**config.mk**
```make
export PLATFORM = sky130hd
export DESIGN_NAME = cam_ctrl
export DESIGN_NICKNAME = d
export VERILOG_FILES = /design/src/rtl/cam_ctrl_pkg.sv /design/src/rtl/cam_ctrl_priority_encoder.sv /design/src/rtl/cam_ctrl.sv
export SDC_FILE = /design/constraint.sdc
export NUM_CORES = 1
export LEC_CHECK = 0
export CAP_MARGIN = 20
export CORE_MARGIN = 5
export CORE_UTILIZATION = 40
export CTS_BUF_LIST = sky130_fd_sc_hd__clkbuf_8
export CTS_CLUSTER_DIAMETER = 100
export DETAILED_ROUTE_END_ITERATION = 7
export GPL_TIMING_DRIVEN = 0
export PLACE_DENSITY = 0.73
export RECOVER_POWER = 25
export SETUP_SLACK_MARGIN = 0.2
export SLEW_MARGIN = 10
export SYNTH_ARGS = -nofsm -noshare
export SYNTH_HDL_FRONTEND = slang
export SYNTH_SLANG_ARGS = --single-unit
```
**constraint.sdc**
```tcl
create_clock -name clk -period 6.5 [get_ports clk]
set_input_delay 1.3 -clock clk [delete_from_list [all_inputs] [get_ports clk]]
set_output_delay 1.3 -clock clk [all_outputs]
set_load 0.03 [all_outputs]
```
**src/rtl/cam_ctrl_pkg.sv**
```systemverilog
// Shared op/status codes and FSM state encoding for the CAM command sequencer.
package cam_ctrl_pkg;

  typedef enum logic [1:0] {
    OP_LOOKUP = 2'd0,
    OP_INSERT = 2'd1,
    OP_DELETE = 2'd2,
    OP_RSVD   = 2'd3
  } op_e;

  typedef enum logic [1:0] {
    ST_OK   = 2'd0,
    ST_MISS = 2'd1,
    ST_FULL = 2'd2,
    ST_DUP  = 2'd3
  } status_e;

  typedef enum logic [2:0] {
    S_IDLE,
    S_CMP,
    S_SAMPLE,
    S_WR,
    S_WBUSY,
    S_RSP
  } state_e;

  function automatic int slice_count(input int data_width, input int slice_width);
    return (data_width + slice_width - 1) / slice_width;
  endfunction

endpackage

```
**src/rtl/cam_ctrl_priority_encoder.sv**
```systemverilog
// Priority encoder over a one-hot-ish request vector; LSB_PRIORITY "HIGH" makes
// the lowest set index win. output_valid=0 when no bit is set.
module cam_ctrl_priority_encoder #(
  parameter int WIDTH        = 8,
  parameter     LSB_PRIORITY = "HIGH",
  localparam int EW          = (WIDTH > 1) ? $clog2(WIDTH) : 1
) (
  input  logic [WIDTH-1:0] input_unencoded,
  output logic             output_valid,
  output logic [EW-1:0]    output_encoded
);

  generate
    if (LSB_PRIORITY == "HIGH") begin : g_lsb_first
      always_comb begin
        output_valid   = 1'b0;
        output_encoded = '0;
        for (int i = WIDTH - 1; i >= 0; i--) begin
          if (input_unencoded[i]) begin
            output_valid   = 1'b1;
            output_encoded = i[EW-1:0];
          end
        end
      end
    end else begin : g_msb_first
      always_comb begin
        output_valid   = 1'b0;
        output_encoded = '0;
        for (int i = 0; i < WIDTH; i++) begin
          if (input_unencoded[i]) begin
            output_valid   = 1'b1;
            output_encoded = i[EW-1:0];
          end
        end
      end
    end
  endgenerate

endmodule

```
**src/rtl/cam_ctrl.sv**
```systemverilog
// Command front-end and sequencer for a single shift-register CAM.
// Optional build macro CAM_CTRL_DUP_CHECK_EN: INSERT compares first and reports DUP on a hit.
module cam_ctrl
  import cam_ctrl_pkg::*;
#(
  parameter int  DATA_WIDTH  = 64,
  parameter int  ADDR_WIDTH  = 5,
  parameter int  SLICE_WIDTH = 4,
  localparam int SLICE_COUNT = slice_count(DATA_WIDTH, SLICE_WIDTH)
) (
  input  logic                   clk,
  input  logic                   rst_n,
  input  logic                   cmd_valid,
  output logic                   cmd_ready,
  input  logic [1:0]             cmd_op,
  input  logic [DATA_WIDTH-1:0]  cmd_key,
  input  logic [SLICE_COUNT-1:0] cmd_mask,
  output logic                   rsp_valid,
  input  logic                   rsp_ready,
  output logic [1:0]             rsp_status,
  output logic [ADDR_WIDTH-1:0]  rsp_addr,
  output logic [ADDR_WIDTH:0]    occupancy,
  output logic                   cam_rst,
  output logic [ADDR_WIDTH-1:0]  cam_write_addr,
  output logic [DATA_WIDTH-1:0]  cam_write_data,
  output logic                   cam_write_delete,
  output logic                   cam_write_enable,
  output logic [SLICE_COUNT-1:0] cam_write_select_mask,
  input  logic                   cam_write_busy,
  output logic [DATA_WIDTH-1:0]  cam_compare_data,
  input  logic                   cam_match,
  input  logic [ADDR_WIDTH-1:0]  cam_match_addr
);

  localparam int                 ENTRIES = 2 ** ADDR_WIDTH;
  localparam logic [ADDR_WIDTH:0] OCC_MAX = {1'b1, {ADDR_WIDTH{1'b0}}};
  localparam logic [ADDR_WIDTH:0] OCC_ONE = 1;

  logic [1:0]             rst_sync_q;
  state_e                 state_q;
  op_e                    op_q;
  logic [DATA_WIDTH-1:0]  key_q;
  logic [SLICE_COUNT-1:0] mask_q;
  logic [ENTRIES-1:0]     bitmap_q;
  logic [ADDR_WIDTH:0]    occ_q;
  logic                   seen_busy_q;
  logic [ADDR_WIDTH-1:0]  wr_addr_q;
  logic                   wr_del_q;
  logic                   wr_en_q;
  logic                   rsp_valid_q;
  status_e                rsp_status_q;
  logic [ADDR_WIDTH-1:0]  rsp_addr_q;

  logic                   free_vld;
  logic [ADDR_WIDTH-1:0]  free_idx;
  logic                   hit;

  // cam_rst follows rst_n asynchronously on assertion, releases two clocks later.
  always_ff @(posedge clk or negedge rst_n) begin
    if (!rst_n) rst_sync_q <= 2'b11;
    else        rst_sync_q <= {rst_sync_q[0], 1'b0};
  end

  cam_ctrl_priority_encoder #(
    .WIDTH        (ENTRIES),
    .LSB_PRIORITY ("HIGH")
  ) u_free_enc (
    .input_unencoded (~bitmap_q),
    .output_valid    (free_vld),
    .output_encoded  (free_idx)
  );

  // A CAM match on an entry we never allocated is stale and counts as a miss.
  assign hit = cam_match && bitmap_q[cam_match_addr];

  always_ff @(posedge clk or negedge rst_n) begin
    if (!rst_n) begin
      state_q      <= S_IDLE;
      op_q         <= OP_LOOKUP;
      key_q        <= '0;
      mask_q       <= '0;
      bitmap_q     <= '0;
      occ_q        <= '0;
      seen_busy_q  <= 1'b0;
      wr_addr_q    <= '0;
      wr_del_q     <= 1'b0;
      wr_en_q      <= 1'b0;
      rsp_valid_q  <= 1'b0;
      rsp_status_q <= ST_OK;
      rsp_addr_q   <= '0;
    end else begin
      wr_en_q <= 1'b0;
      case (state_q)
        S_IDLE: begin
          if (cmd_valid && cmd_ready) begin
            op_q   <= op_e'(cmd_op);
            key_q  <= cmd_key;
            mask_q <= cmd_mask;
`ifdef CAM_CTRL_DUP_CHECK_EN
            state_q <= S_CMP;
`else
            if (op_e'(cmd_op) == OP_INSERT) begin
              if (free_vld) begin
                wr_addr_q <= free_idx;
                wr_del_q  <= 1'b0;
                wr_en_q   <= 1'b1;
                state_q   <= S_WR;
              end else begin
                rsp_valid_q  <= 1'b1;
                rsp_status_q <= ST_FULL;
                rsp_addr_q   <= '0;
                state_q      <= S_RSP;
              end
            end else begin
              state_q <= S_CMP;
            end
`endif
          end
        end
        S_CMP: state_q <= S_SAMPLE;
        S_SAMPLE: begin
          case (op_q)
            OP_INSERT: begin
              if (hit) begin
                rsp_valid_q  <= 1'b1;
                rsp_status_q <= ST_DUP;
                rsp_addr_q   <= cam_match_addr;
                state_q      <= S_RSP;
              end else if (!free_vld) begin
                rsp_valid_q  <= 1'b1;
                rsp_status_q <= ST_FULL;
                rsp_addr_q   <= '0;
                state_q      <= S_RSP;
              end else begin
                wr_addr_q <= free_idx;
                wr_del_q  <= 1'b0;
                wr_en_q   <= 1'b1;
                state_q   <= S_WR;
              end
            end
            OP_DELETE: begin
              if (hit) begin
                wr_addr_q <= cam_match_addr;
                wr_del_q  <= 1'b1;
                wr_en_q   <= 1'b1;
                state_q   <= S_WR;
              end else begin
                rsp_valid_q  <= 1'b1;
                rsp_status_q <= ST_MISS;
                rsp_addr_q   <= '0;
                state_q      <= S_RSP;
              end
            end
            default: begin
              rsp_valid_q  <= 1'b1;
              rsp_status_q <= hit ? ST_OK : ST_MISS;
              rsp_addr_q   <= hit ? cam_match_addr : '0;
              state_q      <= S_RSP;
            end
          endcase
        end
        S_WR: begin
          seen_busy_q <= 1'b0;
          state_q     <= S_WBUSY;
        end
        S_WBUSY: begin
          // The CAM may take a cycle to raise busy; only a fall after a rise means done.
          if (!seen_busy_q) begin
            if (cam_write_busy) seen_busy_q <= 1'b1;
          end else if (!cam_write_busy) begin
            if (wr_del_q) begin
              bitmap_q[wr_addr_q] <= 1'b0;
              if (occ_q != '0) occ_q <= occ_q - OCC_ONE;
            end else begin
              bitmap_q[wr_addr_q] <= 1'b1;
              if (occ_q != OCC_MAX) occ_q <= occ_q + OCC_ONE;
            end
            rsp_valid_q  <= 1'b1;
            rsp_status_q <= ST_OK;
            rsp_addr_q   <= wr_addr_q;
            state_q      <= S_RSP;
          end
        end
        S_RSP: begin
          if (rsp_ready) begin
            rsp_valid_q <= 1'b0;
            state_q     <= S_IDLE;
          end
        end
        default: state_q <= S_IDLE;
      endcase
    end
  end

  assign cmd_ready             = (state_q == S_IDLE) && !cam_write_busy && !cam_rst;
  assign cam_rst               = rst_sync_q[1];
  assign rsp_valid             = rsp_valid_q;
  assign rsp_status            = rsp_status_q;
  assign rsp_addr              = rsp_addr_q;
  assign occupancy             = occ_q;
  assign cam_write_addr        = wr_addr_q;
  assign cam_write_data        = key_q;
  assign cam_write_delete      = wr_del_q;
  assign cam_write_enable      = wr_en_q;
  assign cam_write_select_mask = mask_q;
  assign cam_compare_data      = key_q;

endmodule

```
==> results.sh, run 1 <==
export IMPL_ctsLongestPathBuffers=2
export IMPL_ff2ff_path_depth=6
export IMPL_ir_worst_vdd_uv=409.5
export IMPL_gp_congestion=0.9050
export IMPL_start_util_pct=40.49
export IMPL_cap_violations=1
export IMPL_io_pins=260
export IMPL_tritoncts="built"
export IMPL_cts_setup_buffers=0
export IMPL_finalInstanceArea_um2=10520
export IMPL_yosys_warnings=0
export IMPL_tightest_slew_ns=2.448
export IMPL_fin_crit_sh_pct=67.40
export IMPL_rsz0062_at_grt="false"
export IMPL_fmax_mhz=228.2
export IMPL_gr_total_overflow=0
export IMPL_antenna_found_initial=1
export IMPL_place_area_um2=10140
export IMPL_critPathSlowestCell="clkdlybuf4s50_1"
export IMPL_drive_gt1_share_pct=20.27
export IMPL_power_density_nw_per_um2=523.3
export IMPL_syn_num_nets=757
export IMPL_post_drt_via_cell_ratio=5.225
export IMPL_worstSkewPairLatency_ns=0.46
export IMPL_slowest_delay_ns=0.80
export IMPL_num_rows=49
export IMPL_port_buffer_count=257
export IMPL_core_area_um2=17900
export IMPL_drc_errors=0
export IMPL_hold_ws_ns=0.3638
export IMPL_die_height_um=144.6
export IMPL_clock_root_buffer="clkbuf_8"
export IMPL_path_cells="clkdlybuf4s50_1, nor4_1, clkdlybuf4s50_1"
export IMPL_period_minus_slack_ns=4.381
export IMPL_cp_start_kind="input port"
export IMPL_r2r_slack_ns=3.73
export IMPL_fp_dieW_um=144.6
export IMPL_grt_pass1_vias=5961
export IMPL_arrival_ns=3.08
export IMPL_path_clk_slew_ns=0.09
export IMPL_syn_to_final_growth_pct=45.12
export IMPL_cp_required_ns=5.20
export IMPL_fin_tns_setup_ns=0
export IMPL_synth_edf_count=0
export IMPL_fin_skew_ns=0.01368
export IMPL_avgSynthCellArea_um2=11.03
export IMPL_dp_hpwl_mm=17.09
export IMPL_num_fill_cells=1563
export IMPL_r2r_end="rsp_addr[1]$_DFFE_PN0P_"
export IMPL_finalSetupViolations=0
export IMPL_cts_resized=0
export IMPL_hold_viol=0
export IMPL_detail_route_antenna_nets=0
export IMPL_wl_per_cell_um=18.63
export IMPL_dr_pass1_iters=5
export IMPL_grt_max_degree=98
export IMPL_async_flop_share_pct=100.0
export IMPL_total_power_mw=5.506
export IMPL_fin_util_pct=58.76
export IMPL_failed_checks="max-capacitance violations, max-slew violations"
export IMPL_cts_sinks=141
export IMPL_endpoint_kind="output port"
export IMPL_worstSetupEndpoint="cmd_ready"
export IMPL_yosysUniqueCellTypes=64
export IMPL_hp_class="flop to flop"
export IMPL_synth_seq_cells=141
export IMPL_crit_fanout=4
export IMPL_ys_flop_type="dfrtp_1"
export IMPL_htree_levels=4
export IMPL_num_nets_final=1034
export IMPL_status="finished with violations"
export IMPL_synth_cells=657
export IMPL_worst_slew_margin_rel_pct=-63.21
export IMPL_cts_hold_buf=0
export IMPL_p_leak_nw=4.421
export IMPL_cts_buffers=17
export IMPL_vias=6150
export IMPL_grt_pass1_wl_mm=33.24
export IMPL_dr_first_iter_drc_count=486
export IMPL_critPathLaunch="cam_write_busy"
export IMPL_finalWirelength_mm=21.93
export IMPL_crit_type="input port to output port"
export IMPL_report_final_slew_viol_count=45
export IMPL_cpMostUsedCell="clkdlybuf4s50_1"
export IMPL_die_area_um2=20920
export IMPL_synth_seq_area_share_pct=48.71
export IMPL_syn_area_um2=7249
export IMPL_grt_total_usage_pct=20.59
==> cells in the mapped netlist, types with 7 or more instances <==
cell | n | area (um^2)
o21ai_0 | 37 | 185.2
nand2_1 | 41 | 153.9
nand2b_1 | 7 | 43.79
mux2i_1 | 9 | 90.09
inv_1 | 20 | 75.07
clkbuf_1 | 28 | 105.1
xnor2_1 | 7 | 61.31
nand4_1 | 7 | 43.79
nand3_1 | 14 | 70.07
mux2_1 | 8 | 90.09
buf_4 | 66 | 495.5
mux2_2 | 82 | 923.4
nor2_1 | 18 | 67.56
a21oi_1 | 21 | 105.1
o31ai_1 | 34 | 255.2
o21ai_1 | 16 | 80.08
dfrtp_1 | 139 | 3478
a21o_1 | 7 | 52.55
==> metrics by stage <==
step | worst slack (ns) | std cells
after global placement | -1.633 | 1143
after detailed placement | 2.122 | 1144
final | 2.119 | 1177
after CTS | 2.111 | 1176
after global routing | 2.026 | 1177
after floorplan | 2.703 | 657
==> worst min path at each step <==
stage,from,endpoint,slack [ns],depth (start not counted)
after floorplan,rst_sync_q[0]$_DFF_PN1_,rst_sync_q[1]$_DFF_PN1_,0.35,0
after global placement,rst_sync_q[0]$_DFF_PN1_,rst_sync_q[1]$_DFF_PN1_,0.35,0
after detailed placement,rst_sync_q[0]$_DFF_PN1_,rst_sync_q[1]$_DFF_PN1_,0.35,0
after CTS,rst_sync_q[0]$_DFF_PN1_,rst_sync_q[1]$_DFF_PN1_,0.36,0
after global routing,rst_sync_q[0]$_DFF_PN1_,rst_sync_q[1]$_DFF_PN1_,0.37,0
final,rst_sync_q[0]$_DFF_PN1_,rst_sync_q[1]$_DFF_PN1_,0.36,0
==> layer usage <==
metal  up-vias  track usage, %  wire length, um
met3        23           4.960             1793
li1       2892               -                -
met2       274           36.58            11480
met4         0           5.891              339
met5         -               0                0
met1      2961           24.85             8317
==> where the power goes <==
group,switching [mW],internal [mW],total [mW]
Clock,0.357,0.334,0.692
Sequential,0.277,1.21,1.49
Combinational,1.80,1.53,3.32
==> critical path: cells and delay by family <==
family	cells	cell delay, ns
buffers and inverters	2	1.25
and+or+nand+nor	1	0.53
==> placed cells by master, fill, tap and decap left out, drive strengths merged, types with 3 or more instances in the layout <==
| master | instances |
|---|---|
| clkdlybuf4s50 | 256 |
| dfrtp | 139 |
| mux2 | 90 |
| buf | 68 |
| o21ai | 53 |
| clkbuf | 49 |
| nand2 | 41 |
| o31ai | 35 |
| a21oi | 21 |
| inv | 21 |
| nor2 | 18 |
| nand3 | 14 |
| mux2i | 9 |
| clkinv | 8 |
| nand4 | 7 |
| nand2b | 7 |
| a21o | 7 |
| xnor2 | 7 |
| o2bb2ai | 7 |
| and2 | 6 |
| a31oi | 6 |
| ha | 6 |
| nor4 | 5 |
| o22ai | 4 |
| nand3b | 4 |
| o211ai | 4 |
| nor2b | 3 |
| mux4 | 3 |
| or3 | 3 |
| a22o | 3 |
| nor3 | 3 |
| a221o | 3 |
| or2 | 3 |
==> logic make-up (layout without fill, tap and decap cells) <==
| family | count (synthesis) | after routing | synth area share, % |
|---|---|---|---|
| compound gates | 164 | 164 | 15.27 |
| flops | 141 | 141 | 48.71 |
| simple gates | 119 | 119 | 8.147 |
| buf+inv | 115 | 405 | 9.389 |
| mux | 102 | 102 | 16.15 |
| xor+xnor | 8 | 8 | 0.9666 |
| fa+ha+maj | 7 | 7 | 1.312 |
| other cells | 1 | 2 | 0.05173 |
==> area by class of cell <==
| class | instances | area (um^2) | area share [%] |
|---|---|---|---|
| Inverter | 20 | 75.07 | 0.7136 |
| Clock inverter | 12 | 112.6 | 1.070 |
| Tap cell | 229 | 286.5 | 2.724 |
| Antenna cell | 1 | 2.502 | 0.02379 |
| Clock buffer | 20 | 275.3 | 2.617 |
| Timing Repair Buffer | 258 | 2594 | 24.66 |
| Buffer | 95 | 605.6 | 5.756 |
| Sequential cell | 141 | 3531 | 33.56 |
| Multi-Input combinational cell | 401 | 3038 | 28.88 |
Power figures use the tool's default switching activity.
==> inputs of run 2 (changes only) <==
==> constraint.sdc (replaced) <==
create_clock -name clk -period 4.42 [get_ports clk]
set_input_delay 0.884 -clock clk [delete_from_list [all_inputs] [get_ports clk]]
set_output_delay 0.884 -clock clk [all_outputs]
set_load 0.03 [all_outputs]
==> results of run 2 <==
The final DEF is identical to that of run 1. Status: finished with violations: max-capacitance violations, max-slew violations.
Main changes from that run: setup slack after placement 2.122 ns -> 0.8575 ns; setup slack after layout 2.119 ns -> 0.8708 ns; register-to-register setup slack 3.73 ns -> 1.65 ns; total power 5.506 mW -> 8.097 mW; worst IR drop on VDD 409.5 uV -> 602.2 uV
